## src/rtl/filter_bank_ctrl_if.sv

```systemverilog
// Two-wire bus toward the analog-switch devices.
// The controller is master; the device side (or a bench model) is slave.
interface filter_bank_ctrl_if;
    logic sda_i;
    logic sda_oe;
    logic scl_oe;

    modport master (
        input  sda_i,
        output sda_oe,
        output scl_oe
    );

    modport slave (
        output sda_i,
        input  sda_oe,
        input  scl_oe
    );
endinterface

```

## src/rtl/filter_bank_ctrl.sv

```systemverilog
// Filter bank controller: maps the pulse period to a band and writes
// one-hot switch settings to NUM_DEV analog-switch devices over the bus.
module filter_bank_ctrl #(
    parameter int         NUM_DEV   = 4,
    parameter int         PERIOD_W  = 10,
    parameter int         QTR       = 63,
    parameter logic [6:0] BASE_ADDR = 7'h48,
    parameter int         MAX_RETRY = 2,
    parameter int         RST_CYC   = 100
) (
    input  logic                clk,
    input  logic                reset,
    input  logic [PERIOD_W-1:0] pulse_period,
    input  logic                AD_sample_en,
    filter_bank_ctrl_if.master  bus,
    output logic                rst_asw_n,
    output logic                busy,
    output logic                done,
    output logic                err
);

    localparam int QW = (QTR > 1) ? $clog2(QTR) : 1;
    localparam int DW = (NUM_DEV > 1) ? $clog2(NUM_DEV) : 1;
    localparam int RW = (MAX_RETRY > 0) ? $clog2(MAX_RETRY + 1) : 1;
    localparam int CW = $clog2(RST_CYC + 1);

    typedef enum logic [2:0] {
        S_IDLE, S_START, S_ADDR, S_ACK1,
        S_DATA, S_ACK2, S_STOP, S_NEXT
    } state_t;

    // Band code 8 marks an out-of-range period.
    function automatic logic [3:0] band_of(input logic [PERIOD_W-1:0] p);
        logic [31:0] v;
        v = 32'(p);
        unique case (1'b1)
            (v >= 146 && v <= 437): band_of = 4'd0;
            (v >= 87  && v <= 145): band_of = 4'd1;
            (v >= 58  && v <= 86):  band_of = 4'd2;
            (v >= 43  && v <= 57):  band_of = 4'd3;
            (v >= 21  && v <= 42):  band_of = 4'd4;
            (v >= 14  && v <= 20):  band_of = 4'd5;
            (v >= 11  && v <= 13):  band_of = 4'd6;
            (v >= 8   && v <= 10):  band_of = 4'd7;
            default:                band_of = 4'd8;
        endcase
    endfunction

    function automatic logic [7:0] byte_of(input logic [3:0] b, input logic odd);
        if (b[3])     byte_of = 8'h00;
        else if (odd) byte_of = 8'h80 >> b[2:0];
        else          byte_of = 8'h01 << b[2:0];
    endfunction

    // Returns {sda_oe, scl_oe}; SCL is low in the first half of every bit.
    function automatic logic [1:0] lines_of(input state_t s, input logic [1:0] ph,
                                            input logic txb);
        case (s)
            S_START:        lines_of = {ph[1], 1'b0};
            S_ADDR, S_DATA: lines_of = {~txb, ~ph[1]};
            S_ACK1, S_ACK2: lines_of = {1'b0, ~ph[1]};
            S_STOP:         lines_of = {1'b1, ~ph[1]};
            default:        lines_of = 2'b00;
        endcase
    endfunction

    state_t        state_q, state_d;
    logic [QW-1:0] qcnt_q, qcnt_d;
    logic [1:0]    qph_q, qph_d;
    logic [2:0]    bit_q, bit_d;
    logic [DW-1:0] dev_q, dev_d;
    logic [RW-1:0] retry_q, retry_d;
    logic          fail_q, fail_d;
    logic          nack_q;
    logic [PERIOD_W-1:0] pp_q;
    logic [3:0]    cur_q, cur_d, last_q, seq_q;
    logic          cvld_q, lvld_q, pend_q;
    logic [CW-1:0] rcnt_q;
    logic          rasw_q, done_q, err_q, sda_q, scl_q;

    logic       timed, scl_low, stall, tick, qlast, req;
    logic       start_seq, seq_done, set_err;
    logic [7:0] tx_d;
    logic [1:0] ln_d;

    assign cur_d   = band_of(pp_q);
    assign timed   = state_q inside {S_START, S_ADDR, S_ACK1, S_DATA,
                                     S_ACK2, S_STOP};
    assign scl_low = (state_q inside {S_ADDR, S_ACK1, S_DATA, S_ACK2, S_STOP})
                     && !qph_q[1];
    assign stall   = AD_sample_en && (qcnt_q == '0) && scl_low;
    assign tick    = timed && !stall && (qcnt_q == QW'(QTR - 1));
    assign qlast   = tick && (qph_q == 2'd3);
    assign req     = rasw_q && cvld_q &&
                     (pend_q || !lvld_q || (cur_q != last_q));

    always_comb begin
        state_d   = state_q;
        qcnt_d    = qcnt_q;
        qph_d     = qph_q;
        bit_d     = bit_q;
        dev_d     = dev_q;
        retry_d   = retry_q;
        fail_d    = fail_q;
        start_seq = 1'b0;
        seq_done  = 1'b0;
        set_err   = 1'b0;
        if (timed && !stall) begin
            if (tick) begin
                qcnt_d = '0;
                qph_d  = qph_q + 2'd1;
            end else begin
                qcnt_d = qcnt_q + QW'(1);
            end
        end
        case (state_q)
            S_IDLE: begin
                qcnt_d = '0;
                qph_d  = 2'd0;
                if (req && !AD_sample_en) begin
                    state_d   = S_START;
                    dev_d     = '0;
                    retry_d   = '0;
                    fail_d    = 1'b0;
                    start_seq = 1'b1;
                end
            end
            S_START: if (qlast) begin
                state_d = S_ADDR;
                bit_d   = 3'd7;
            end
            S_ADDR: if (qlast) begin
                if (bit_q == 3'd0) state_d = S_ACK1;
                else               bit_d   = bit_q - 3'd1;
            end
            S_ACK1: if (qlast) begin
                if (nack_q) begin
                    state_d = S_STOP;
                    fail_d  = 1'b1;
                end else begin
                    state_d = S_DATA;
                    bit_d   = 3'd7;
                end
            end
            S_DATA: if (qlast) begin
                if (bit_q == 3'd0) state_d = S_ACK2;
                else               bit_d   = bit_q - 3'd1;
            end
            S_ACK2: if (qlast) begin
                state_d = S_STOP;
                fail_d  = nack_q;
            end
            S_STOP: if (qlast) state_d = S_NEXT;
            S_NEXT: begin
                qcnt_d = '0;
                qph_d  = 2'd0;
                fail_d = 1'b0;
                if (fail_q && (retry_q != RW'(MAX_RETRY))) begin
                    retry_d = retry_q + RW'(1);
                    state_d = S_START;
                end else begin
                    set_err = fail_q;
                    retry_d = '0;
                    if (dev_q == DW'(NUM_DEV - 1)) begin
                        state_d  = S_IDLE;
                        seq_done = 1'b1;
                    end else begin
                        dev_d   = dev_q + DW'(1);
                        state_d = S_START;
                    end
                end
            end
            default: state_d = S_IDLE;
        endcase
        if (state_d == S_ADDR) tx_d = {7'(BASE_ADDR + 7'(dev_d)), 1'b0};
        else                   tx_d = byte_of(seq_q, dev_d[0]);
        ln_d = lines_of(state_d, qph_d, tx_d[bit_d]);
    end

    always_ff @(posedge clk) begin
        if (reset) begin
            state_q <= S_IDLE;
            qcnt_q  <= '0;
            qph_q   <= 2'd0;
            bit_q   <= 3'd0;
            dev_q   <= '0;
            retry_q <= '0;
            fail_q  <= 1'b0;
            nack_q  <= 1'b0;
            pp_q    <= '0;
            cur_q   <= 4'd8;
            last_q  <= 4'd8;
            seq_q   <= 4'd8;
            cvld_q  <= 1'b0;
            lvld_q  <= 1'b0;
            pend_q  <= 1'b0;
            rcnt_q  <= '0;
            rasw_q  <= 1'b0;
            done_q  <= 1'b0;
            err_q   <= 1'b0;
            sda_q   <= 1'b0;
            scl_q   <= 1'b0;
        end else begin
            state_q <= state_d;
            qcnt_q  <= qcnt_d;
            qph_q   <= qph_d;
            bit_q   <= bit_d;
            dev_q   <= dev_d;
            retry_q <= retry_d;
            fail_q  <= fail_d;
            pp_q    <= pulse_period;
            cur_q   <= cur_d;
            cvld_q  <= 1'b1;
            done_q  <= seq_done;
            err_q   <= err_q | set_err;
            {sda_q, scl_q} <= ln_d;
            if ((state_q == S_ACK1 || state_q == S_ACK2) &&
                qph_q == 2'd3 && qcnt_q == '0)
                nack_q <= bus.sda_i;
            // Latch the set being written; later changes raise pending.
            if (start_seq) begin
                seq_q  <= cur_q;
                last_q <= cur_q;
                lvld_q <= 1'b1;
                pend_q <= 1'b0;
            end else if (busy && cvld_q && (cur_d != cur_q)) begin
                pend_q <= 1'b1;
            end
            if (!rasw_q) begin
                rcnt_q <= rcnt_q + CW'(1);
                rasw_q <= (rcnt_q == CW'(RST_CYC - 1));
            end
        end
    end

    assign busy       = (state_q != S_IDLE);
    assign done       = done_q;
    assign err        = err_q;
    assign rst_asw_n  = rasw_q;
    assign bus.sda_oe = sda_q;
    assign bus.scl_oe = scl_q;

endmodule
```

## src/flat_wrapper.sv

```systemverilog
// flat-port wrapper written by rule: the top's interface ports become plain ports
module filter_bank_ctrl_flat 
#(
    parameter int         NUM_DEV   = 4,
    parameter int         PERIOD_W  = 10,
    parameter int         QTR       = 63,
    parameter logic [6:0] BASE_ADDR = 7'h48,
    parameter int         MAX_RETRY = 2,
    parameter int         RST_CYC   = 100
)
  (clk, reset, pulse_period, AD_sample_en, rst_asw_n, busy, done, err, bus_sda_i, bus_sda_oe, bus_scl_oe);
  filter_bank_ctrl_if bus_i ();
  input  logic clk;
  input  logic reset;
  input  logic [PERIOD_W-1:0] pulse_period;
  input  logic AD_sample_en;
  output logic rst_asw_n;
  output logic busy;
  output logic done;
  output logic err;
  input wire logic [$bits(bus_i.sda_i)-1:0] bus_sda_i;
  output wire logic [$bits(bus_i.sda_oe)-1:0] bus_sda_oe;
  output wire logic [$bits(bus_i.scl_oe)-1:0] bus_scl_oe;
  assign bus_i.sda_i = bus_sda_i;
  assign bus_sda_oe = bus_i.sda_oe;
  assign bus_scl_oe = bus_i.scl_oe;
  filter_bank_ctrl #(.NUM_DEV(NUM_DEV), .PERIOD_W(PERIOD_W), .QTR(QTR), .BASE_ADDR(BASE_ADDR), .MAX_RETRY(MAX_RETRY), .RST_CYC(RST_CYC)) u_core (.clk(clk), .reset(reset), .pulse_period(pulse_period), .AD_sample_en(AD_sample_en), .bus(bus_i), .rst_asw_n(rst_asw_n), .busy(busy), .done(done), .err(err));
endmodule
```

## config.mk

```make
export PLATFORM = sky130hd
export DESIGN_NAME = filter_bank_ctrl_flat
export DESIGN_NICKNAME = d
export VERILOG_FILES = /design/src/rtl/filter_bank_ctrl_if.sv /design/src/rtl/filter_bank_ctrl.sv /design/src/flat_wrapper.sv
export SDC_FILE = /design/constraint.sdc
export NUM_CORES = 1
export LEC_CHECK = 0
export CAP_MARGIN = 20
export CELL_PAD_IN_SITES_DETAIL_PLACEMENT = 0
export CELL_PAD_IN_SITES_GLOBAL_PLACEMENT = 1
export CORE_UTILIZATION = 35
export DETAILED_ROUTE_END_ITERATION = 16
export DONT_BUFFER_PORTS = 1
export PLACE_DENSITY_LB_ADDON = 0.1
export SYNTH_ARGS = -nofsm -noshare
export SYNTH_HDL_FRONTEND = slang
export SYNTH_SLANG_ARGS = --single-unit
```

## constraint.sdc

```tcl
create_clock -name clk -period 3.1 [get_ports clk]
set_input_delay 0.62 -clock clk [delete_from_list [all_inputs] [get_ports clk]]
set_output_delay 0.62 -clock clk [all_outputs]
set_load 0.01 [all_outputs]
```

# Word level (Yosys, flattened, before mapping)
# Index checks and enable logic that the tools add are counted.
# totals
register_bits	53
output_inout_bits	6
in_bits	14
word_cells	171
# classes
shifts	2
addsub	7
n_bitwise	4
n_lt_le_gt_ge	17
n_reduce_logical	47
n_eq_ne	24
muxes	49
# ops
operator	count
2-to-1 mux 3 bit	15
one-hot mux 4 bit (8 select lines)	1
greater-or-equal comparator 10 x 4 -> 1 bit (second input constant)	3
2-to-1 mux 8 bit	3
one-hot mux 3 bit (8 select lines)	1
logical AND 1 bit	22
equality test 3 bit (second input constant)	7
greater-or-equal comparator 10 x 6 -> 1 bit (second input constant)	2
less-or-equal comparator 10 x 4 -> 1 bit (second input constant)	2
less-or-equal comparator 10 x 6 -> 1 bit (second input constant)	2
2-to-1 mux 2 bit	9
2-to-1 mux 1 bit	13
equality test 3 x 2 -> 1 bit (second input constant)	4
greater-or-equal comparator 10 x 5 -> 1 bit (second input constant)	1
greater-or-equal comparator 10 x 7 -> 1 bit (second input constant)	1
greater-or-equal comparator 10 x 8 -> 1 bit (second input constant)	1
less-or-equal comparator 10 x 5 -> 1 bit (second input constant)	1
less-or-equal comparator 10 x 7 -> 1 bit (second input constant)	1
less-or-equal comparator 10 x 8 -> 1 bit (second input constant)	1
less-or-equal comparator 10 x 9 -> 1 bit (second input constant)	1
OR reduction 2 bit	5
one-hot mux 3 bit (3 select lines)	1
!= test 2 x 1 -> 1 bit (second input constant)	4
!= test 4 bit	2
other kinds (32)	47

# Logic depth before layout (Yosys ltp)
# logic_depth
depth_word	16
depth_mapped	12
ltp_nobuf	10

# Worst setup path before layout
# No wires, ideal clock.
# synth_timing
path_type	register to register
startpoint	reg u_core.state_q[1]
endpoint	reg u_core.sda_q (netlist: u_core.bus.sda_oe)
period_less_slack_ns	2.707
path_buffers	2
setup_slack_ns	0.393
path_stages_with_launch	13
arrival_time_ns	2.617
t_required_ns	3.009
cell_sequence	dfxtp_1 buf_2 inv_2 ha_1 or3_1 buf_2 mux2i_1 a31oi_1 a211oi_2 nand3b_2 nor4b_1 a211oi_1 a311oi_1
# synth_via
elab_chain_len	16
elab_cells_between_ends	52
classes_between	add/sub: 1; eq/ne: 13; mux: 24; bitwise: 1; reduce/logical: 13
# synth_lines
element	line_no	source
from (decl)	filter_bank_ctrl.sv:67	state_t state_q, state_d;
from (signal assigned)	filter_bank_ctrl.sv:204	state_q <= state_d;
equality test 3 x 2 -> 1 bit or equality test 3 bit (tied branches)	filter_bank_ctrl.sv:87, filter_bank_ctrl.sv:89, filter_bank_ctrl.sv:116	
nonzero test 5 bit	filter_bank_ctrl.sv:89	assign scl_low = (state_q inside {S_ADDR, S_ACK1, S_DATA, S_ACK2, S_STOP})
logical AND 1 bit	filter_bank_ctrl.sv:90	&& !qph_q[1];
logical AND 1 bit	filter_bank_ctrl.sv:91	assign stall = AD_sample_en && (qcnt_q == '0) && scl_low;
logical NOT 1 bit	filter_bank_ctrl.sv:92, filter_bank_ctrl.sv:108	
logical AND 1 bit	filter_bank_ctrl.sv:92, filter_bank_ctrl.sv:108	
logical AND 1 bit	filter_bank_ctrl.sv:92	assign tick = timed && !stall && (qcnt_q == QW'(QTR - 1));
logical AND 1 bit	filter_bank_ctrl.sv:93	assign qlast = tick && (qph_q == 2'd3);
2-to-1 mux 3 bit (tied with other cells)	filter_bank_ctrl.sv:153	S_STOP: if (qlast) state_d = S_NEXT;
one-hot mux 3 bit (8 select lines)	filter_bank_ctrl.sv:116	case (state_q)
equality test 3 x 2 -> 1 bit	filter_bank_ctrl.sv:58, filter_bank_ctrl.sv:175	
2-to-1 mux 8 bit	filter_bank_ctrl.sv:175	if (state_d == S_ADDR) tx_d = {7'(BASE_ADDR + 7'(dev_d)), 1'b0};
binary-select mux 1 bit (select 3 bit)	filter_bank_ctrl.sv:177	ln_d = lines_of(state_d, qph_d, tx_d[bit_d]);
2-to-1 mux 1 bit (not written as such)	filter_bank_ctrl.sv:177	
inverter 1 bit	filter_bank_ctrl.sv:60	S_ADDR, S_DATA: lines_of = {~txb, ~ph[1]};
one-hot mux 2 bit (4 select lines) *	filter_bank_ctrl.sv:58	case (s)
to (signal assigned)	filter_bank_ctrl.sv:216	{sda_q, scl_q} <= ln_d;
to (decl)	filter_bank_ctrl.sv:79	logic rasw_q, done_q, err_q, sda_q, scl_q;
# Every way passes the cells marked *; elsewhere a longest branch is shown, timed or not. The select of a mux whose other input is x is not followed.
# A chain may end at the register's enable or synchronous reset.

# Worst setup path in the final report
# layout_timing
startpoint	reg u_core.state_q[2]
endpoint	reg u_core.sda_q (netlist: u_core.bus.sda_oe)
# Same word-level chain as after synthesis.

==> run_results.csv <==
group,metric,value,unit
run_status,outcome,"finished with violations",
run_status,violations,"DRC",
critical_path,timing.rr.end,"u_core.bus.sda_oe",
synth,synthAdderAreaFrac,4.691,%
floorplanning,die_height,97.63,um
grt,grt_pass1_vias,2588,
grt,grt_usage,16.42,%
routing,wirelength,7371,um
critical_path,timing.rr.start,"u_core.state_q[2]",
critical_path,cp-start-kind,"flip-flop",
run,maxCapViolations,0,
clock_network,cts_buffers,5,
place,gp_congestion,0.8600,
grt,grt.overflow.total,0,
routing,vias,2657,
layout,final_layout_size_suffix_gt1_share,11.23,%
critical_path,cp_slowest_cell,"or3_1",
place,numPortBuffers,0,
synth,yosysWarnings,0,
clock_network,cts_tree,"yes",
grt,grt_pass1_wl,12570,um
min_path,hp-start,"reset",
synth,ys_seq_area_share,33.15,%
power_and_ir_drop,finalPower,1235,uW
synth,synth_compound_area_share,19.00,%
timing,rsz0062_at_grt,"false",
floorplanning,core,0.008806,sq mm
critical_path,reg2reg_slack,320,ps
routing,first_iter_violations,100,
floorplanning,fp.dieW,97.63,um
clock_network,ctsHoldBuffers,0,
critical_path,worst-setup-path-type,"reg2reg",
timing,slew_viol_final,0,
floorplanning,start_util,36.35,%
timing,fmax,0.3598,GHz
timing,min_period,2780,ps
critical_path,arrival,3000,ps
timing,hold_violations,0,
place,place_area,0.003282,sq mm
synth,syn_nets,405,
floorplanning,io-pin-count,20,
routing,post_drt_wl_per_cell,15.29,um
layout,nets,400,
synth,synth_area,0.003201,sq mm
synth,synthXorXnorAreaFrac,6.489,%
power_and_ir_drop,p_per_area,364.8,mW/mm^2
grt,antenna_found_initial,0,
routing,drcViolationCount,2,
clock_network,worstSkewPairLatency,300,ps
synth,synth_edf_count,0,
synth,synth-seq-cells,53,
floorplanning,dieArea,0.009531,sq mm
synth,yosys.area_share.simple,28.11,%
synth,synthMuxAreaShare,3.010,%
clock_network,htreeDepth,2,
layout,syn2layout_area_growth,5.825,%
min_path,min_path_cells,1,
timing,fin_skew,4.582,ps
critical_path,required,3320,ps
synth,synthTopCellsByArea,"dfxtp_1 (33%), nor2_1 (5.7%), ha_1 (4.7%)",
clock_network,post_cts_buffers,0,
power_and_ir_drop,peakVddDrop,0.0001453,V
synth,synth_top_area_share,33.15,%
timing,max_slew_margin,60.61,%
clock_network,post_cts_resized,0,
min_path,whs_endpoint,"u_core.pp_q[3]",
clock_network,clockBufferDepth,2,
synth,synthFlopType,"dfxtp_1",
critical_path,endpoint_kind,"flip-flop",
grt,grt_start_max_net_pins,44,
synth,synth_area_leader_cell,"dfxtp_1",
power_and_ir_drop,p_leak,0.001229,uW
clock_network,clkSinkCount,53,
critical_path,cp_max_fo,16,
routing,drtAntennaViolNets,0,
place,dpl_worst_slack,261.9,ps
clock_network,root_buffer,"clkbuf_8",
timing,setup_ws,320.4,ps
min_path,holdCritPathClass,"in2reg",
layout,antennaDiodeCount,0,
critical_path,crit_chain,"buf_4 > ha_1 > or3_1 > mux2i_1 > a31oi_1 > a211oi_2 > nand3b_2 > a311oi_2 > o221ai_1 > a311oi_1",
place,dpl.hpwl,5434,um
synth,async_flop_share,0,%
routing,via_per_inst,5.512,
timing,setup_viol,0,
synth,synth_top_family_by_area,"simple AND/OR/NAND/NOR gates",
synth,syn_avg_cell_area,8.445,sq um
routing,firstDrtPassIters,10,
timing,post-route-period-util,89.66,%
floorplanning,rows,34,
clock_network,path_clk_slew,90,ps
synth,ys_types,74,
critical_path,rr_worst_depth,10,
synth,syn_inst,379,
timing,worst_slew_pin_slew,586.9,ps
layout,final_area,0.003387,sq mm
critical_path,cpPeakStageDelay,480,ps
timing,tns,0,ps
area by class of cell:
type / count / area, sq um
Multi-Input combinational cell: 289 / 1962
Clock buffer: 5 / 68.82
Timing Repair Buffer: 8 / 60.06
Clock inverter: 2 / 35.03
Fill cell: 922 / 5419
Inverter: 17 / 63.81
Tap cell: 108 / 135.1
Sequential cell: 53 / 1062
registers in the layout, indices dropped and copies added, names as in the netlist, 2 cells and up:
signal / flops
u_core.state_q: 3
u_core.cur_q: 4
u_core.qcnt_q: 6
u_core.pp_q: 10
u_core.bit_q: 3
u_core.qph_q: 2
u_core.retry_q: 2
u_core.dev_q: 2
u_core.last_q: 4
u_core.rcnt_q: 7
layout by cell type, fill, tap and decap left out, drive strengths merged, types with 6 or more instances in the layout:
cell    instances
a211oi          7
mux2i           7
nor2b          15
nand3          12
o21ai          10
nor3           15
inv            17
a31oi           7
xnor2          13
buf             8
dfxtp          53
ha             12
nand2b          9
nand3b          6
nor2           50
and3            8
a21oi          16
nand2          22
xor2            9
stage by stage:
step	hold slack (ps)	instances	util, %
final	371.4	482	38.46
after global routing	347.6	482	38.46
after CTS	361.2	482	38.45
after detailed placement	488.8	475	37.27
after global placement	481.5	475	37.27
after floorplan	452.2	379	-
worst max path at each step:
stage	startpoint	to	slack, ps	cells past startpoint
6_report	u_core.state_q[2]	u_core.bus.sda_oe	320	10
5_1_grt	u_core.state_q[2]	u_core.bus.sda_oe	80	10
4_1_cts	u_core.state_q[1]	u_core.bus.sda_oe	250	10
3_5_place_dp	u_core.state_q[1]	u_core.bus.sda_oe	260	10
3_3_place_gp	u_core.state_q[1]	u_core.bus.sda_oe	350	10
2_1_floorplan	u_core.state_q[1]	u_core.bus.sda_oe	390	12
synth_stat cells (3+ instances only):
master / number
a211oi_1: 5
buf_6: 4
nand3_1: 12
clkbuf_1: 11
and2_1: 4
or3_1: 4
dfxtp_1: 53
nand4_1: 4
a21oi_1: 15
nor4_1: 3
xor2_1: 8
nor2_1: 49
o21ai_0: 9
ha_1: 12
mux2i_1: 6
and3_1: 8
inv_1: 15
xnor2_1: 12
buf_2: 4
nand3b_1: 5
a31oi_1: 7
nand2b_1: 9
nand2_1: 22
nor2b_1: 15
nor3_1: 15
kinds of logic after synthesis:
kind of cell,count (synthesis)
flops,53
xor+xnor,22
compound gates,77
fa+ha+maj,12
simple gates,169
mux,9
buf+inv,37
layer usage:
| metal | global-route usage [%] | vias up | wire length, um |
|---|---|---|---|
| met3 | 2.734 | 7 | 202 |
| met4 | 4.196 | 0 | 71 |
| met1 | 20.92 | 1270 | 3504 |
| met2 | 28.59 | 39 | 3592 |
| li1 | - | 1341 | - |
| met5 | 0 | - | 0 |
report_power, final:
group | switching (uW) | total [uW] | internal (uW)
sequential | 19.4 | 714 | 695
combinational | 29.6 | 63.5 | 33.8
clock | 223 | 458 | 235
total | 272 | 1240 | 964
critical path, delay by kind of cell, from the launching register on:
kind            cells  cell delay [ps]
compound gates      5              970
simple gates        2              800
flops               1              350
buf+inv             1              210
fa+ha+maj           1              210
mux                 1              160
(Power assumes the default switching activity.)
